$ cat src/rtl/decoder.sv
// ============================================================================
// Module   : decoder
// Brief    : Registered 4-bit ALU slice (add/sub/compare/AND), one-cycle latency.
// Revision : 1.0 - initial release
// ============================================================================
`default_nettype none

module decoder (
  input  logic       clk,
  input  logic       rst,
  input  logic [3:0] a,
  input  logic [3:0] b,
  input  logic [1:0] s,
  output logic [3:0] y0,
  output logic [3:0] y1,
  output logic [3:0] y2,
  output logic [3:0] y3,
  output logic       cout,
  output logic       sign
);

  localparam logic [1:0] C_OP_ADD = 2'b00;
  localparam logic [1:0] C_OP_SUB = 2'b01;
  localparam logic [1:0] C_OP_CMP = 2'b10;
  localparam logic [1:0] C_OP_AND = 2'b11;

  logic [4:0] w_sum;
  logic [3:0] w_mag;
  logic       w_lt;
  logic       w_gt;
  logic       w_eq;

  logic [3:0] w_y0;
  logic [3:0] w_y1;
  logic [3:0] w_y2;
  logic [3:0] w_y3;
  logic       w_cout;
  logic       w_sign;

  logic [3:0] r_y0;
  logic [3:0] r_y1;
  logic [3:0] r_y2;
  logic [3:0] r_y3;
  logic       r_cout;
  logic       r_sign;

  assign w_sum = {1'b0, a} + {1'b0, b};
  assign w_lt  = (a < b);
  assign w_gt  = (a > b);
  assign w_eq  = (a == b);
  // Subtract in the direction that keeps the result non-negative.
  assign w_mag = w_lt ? (b - a) : (a - b);

  always_comb begin
    w_y0   = 4'b0000;
    w_y1   = 4'b0000;
    w_y2   = 4'b0000;
    w_y3   = 4'b0000;
    w_cout = 1'b0;
    w_sign = 1'b0;
    case (s)
      C_OP_ADD: begin
        w_y0   = w_sum[3:0];
        w_cout = w_sum[4];
      end
      C_OP_SUB: begin
        w_y1   = w_mag;
        w_sign = w_lt;
      end
      C_OP_CMP: w_y2 = {1'b0, w_gt, w_lt, w_eq};
      C_OP_AND: w_y3 = a & b;
      default:  ;
    endcase
  end

  always_ff @(posedge clk or posedge rst) begin
    if (rst) begin
      r_y0   <= 4'b0000;
      r_y1   <= 4'b0000;
      r_y2   <= 4'b0000;
      r_y3   <= 4'b0000;
      r_cout <= 1'b0;
      r_sign <= 1'b0;
    end else begin
      r_y0   <= w_y0;
      r_y1   <= w_y1;
      r_y2   <= w_y2;
      r_y3   <= w_y3;
      r_cout <= w_cout;
      r_sign <= w_sign;
    end
  end

  assign y0   = r_y0;
  assign y1   = r_y1;
  assign y2   = r_y2;
  assign y3   = r_y3;
  assign cout = r_cout;
  assign sign = r_sign;

endmodule

`default_nettype wire

$ cat config.mk
export PLATFORM = sky130hd
export DESIGN_NAME = decoder
export DESIGN_NICKNAME = d
export VERILOG_FILES = /design/src/rtl/decoder.sv
export SDC_FILE = /design/constraint.sdc
export NUM_CORES = 1
export LEC_CHECK = 0
export ABC_AREA = 0
export CORE_ASPECT_RATIO = 0.75
export CORE_MARGIN = 4
export CORE_UTILIZATION = 41
export DETAILED_ROUTE_END_ITERATION = 8
export PLACE_DENSITY = 0.73
export SYNTH_ARGS = -nofsm -noshare
export SYNTH_HDL_FRONTEND = slang
export SYNTH_SLANG_ARGS = --single-unit
$ cat constraint.sdc
create_clock -name clk -period 0.8 [get_ports clk]
set_input_delay 0.12 -clock clk [delete_from_list [all_inputs] [get_ports clk]]
set_output_delay 0.12 -clock clk [all_outputs]
set_load 0.01 [all_outputs]
==> impl_metrics.py <==
metrics = {
    "clock_tree": {
        "cts_hold_buf": 0,
        "cts_num_sinks": 17,
        "clk_pin_slew_ns": 0.09,
        "cts_inserted_buffers": 3,
        "clk_path_buf_depth": 2,
        "htreeDepth": 1,
        "clockRootBuffer": "clkbuf_4",
        "cts_tree": "done",
    },
    "floorplan": {
        "die_w_um": 64.30,
        "row_count": 14,
        "initial_core_util": 0.4561,
        "fp.dieArea_um2": 3229,
        "die_h_um": 50.23,
        "core_um2": 2137,
        "io-pin-count": 30,
    },
    "final_layout": {
        "multi_input_area_um2": 640.6,
        "final.fill_count": 134,
        "regArea_um2": 425.4,
        "diodes": 0,
        "nNetsFinal": 178,
        "final_area_um2": 1700,
        "areaGrowthSynthToFinish_pct": 74.45,
        "drive_above_1_share": 0.6358,
    },
    "yosys": {
        "synth_area_um2": 974.7,
        "muxShareOfSynthArea": 0.02182,
        "synth-xor-area-share": 0.008986,
        "ys_seq_area_frac": 0.4365,
        "synth.ff_latch_count": 17,
        "yosys-top-cells-area": "dfrtp_1 44%, ha_1 14%, fa_1 6.2%",
        "synth.most_common_cell": "dfrtp_1",
        "synth_cell_types": 32,
        "synth_compound_area_frac": 0.1001,
        "synthTopCellsByCount": "17 x dfrtp_1, 13 x inv_1, 11 x ha_1",
        "syn_nets": 118,
        "synthesis.area_per_instance_um2": 10.59,
        "synth_fa_ha_area_frac": 0.2028,
        "synth-simple-area-share": 0.1489,
        "synth_top_cell_by_area": "dfrtp_1",
        "async_flop_share": 1.000,
        "synth_top_family_by_area": "adder cells",
        "synth_edf_count": 0,
        "yosys_most_used_dff": "dfrtp_1",
        "synth_top_area_frac": 0.4365,
        "syn-instance-count": 92,
        "synth.yosys.warnings": 0,
    },
    "timing": {
        "finalSetupViolCount": 28,
        "fin_crit_sh": 1.593,
        "hold_viol": 0,
        "drv_slew": 0,
        "worst_slack_ns": -0.4742,
        "rsz0062_at_grt": "yes",
        "max_freq_ghz": 0.7848,
        "period_needed_ns": 1.274,
        "hold-worst-slack_ns": 0.1340,
    },
    "routing": {
        "drt-initial-drc-count": 21,
        "wl_per_cell_um": 14.66,
        "vias_per_cell": 4.836,
        "drc": 0,
        "drtAntennaViolNets": 0,
        "wl_mm": 2.683,
        "vias": 885,
        "firstDrtPassIters": 2,
    },
    "min_path": {
        "hp-class": "in2async",
    },
    "global_routing": {
        "grt_use_total": 0.1710,
        "grt_max_degree": 18,
        "antenna_found_initial": 0,
        "overflow": 0,
        "grt_pass1_vias": 895,
        "grt_first_pass_wirelength_mm": 4.229,
    },
    "critical_path": {
        "path_cells": "buf_12, inv_12, ha_4, inv_2, fa_2, nand3_2, nand2_2, mux2i_1, mux2_1",
        "cp.required_ns": 0.97,
        "cpMaxStageDelayCell": "fa_2",
        "start_kind": "primary input",
        "crit_path_max_incr_delay_ns": 0.37,
        "setup.worst_path.end_class": "flop",
        "worstPathMaxFanout": 2,
        "cp.arrival_ns": 1.45,
        "critical_path_class": "in2reg",
    },
    "power": {
        "leakagePower_nw": 0.8756,
        "p_per_area_nw_per_um2": 1293,
        "vdd_drop_max_mv": 0.5564,
        "p_total_mw": 2.199,
    },
    "place": {
        "place_area_um2": 1524,
        "dp_hpwl_mm": 1.935,
        "gp_congestion": 0.7892,
        "port_buffers": 28,
    },
    "status": {
        "violations": "setup timing",
        "status": "complete, but fails checks",
    },
    "flow_run": {
        "drv_cap": 0,
    },
}
[layout by cell type, fill, tap and decap left out, types with 4 or more instances in the layout]
| master | n |
|---|---|
| and3_1 | 4 |
| buf_2 | 16 |
| buf_4 | 21 |
| buf_6 | 14 |
| dfrtp_1 | 17 |
| ha_1 | 5 |
| ha_4 | 6 |
| inv_1 | 4 |
| inv_2 | 7 |
[layout make-up]
class / count / share of cell area
multi-input cells: 58 / 0.3767
repair buffers: 59 / 0.2965
flip-flops and latches: 17 / 0.2502
inverters: 13 / 0.03753
well taps: 32 / 0.02355
clock buffers: 4 / 0.01545
[state kept, by name (all words and copies together) (netlist names)]
name and flops:
y0 4, cout 1, sign 1, y3 4, y1 4, y2 3
[cell families (layout without fill, tap and decap cells)]
family	after synthesis	count (layout)
other cells	1	1
mux	2	2
compound gates	14	14
flops	17	17
buf+inv	17	76
xor+xnor	1	1
fa+ha+maj	14	14
simple gates	26	26
[what timing repair did]
action / in CTS / in global routing
buffers inserted: 5 / 3
resized for setup: 133 / 16
hold endpoints to repair: 0 / 0
setup endpoints to repair: 33 / 29
pin swaps: 18 / 8
[final timing paths]
check / slack [ns] / cells after the start / end / startpoint
max: -0.47 / 9 / y1[3] / a[0]
max in group asynchronous: 0.54 / 3 / y3[0] / rst
min: 0.13 / 3 / y2[0] / rst
min in group clk: 0.23 / 4 / y1[0] / b[0]
[critical path: cells and delay by family]
family | cells | cell delay (ns)
buffers and inverters | 3 | 0.19
adder cells (fa/ha/maj) | 2 | 0.48
AND/OR/NAND/NOR | 2 | 0.15
multiplexers | 2 | 0.51
[report_power, final]
part	leakage (nW)	switching, mW	internal [mW]	total, mW
Clock	0.0150	0.245	0.194	0.439
Sequential	0.230	0.0114	0.902	0.913
Combinational	0.630	0.393	0.454	0.847
[metal layers]
layer / track usage / share of wire / wire, um / vias to the layer above
met2: 0.2911 / 0.50 / 1354 / 28
met1: 0.2135 / 0.43 / 1148 / 436
met4: 0.07018 / 0.0093 / 25 / 0
met5: 0 / 0 / 0 / -
met3: 0.03571 / 0.058 / 155 / 2
li1: - / - / - / 419
[metrics by stage]
stage	std cells	utilization	TNS (ns)	setup slack, ns
3_3_place_gp	171	0.7131	-17.12	-1.264
2_1_floorplan	92	-	-3.136	-0.6554
6_report	183	0.7957	-5.271	-0.4742
5_1_grt	183	0.7957	-6.353	-0.5152
3_5_place_dp	171	0.7131	-17.70	-1.319
4_1_cts	180	0.7541	-4.638	-0.4869
Note: power is estimated with default switching activity, not from simulation.
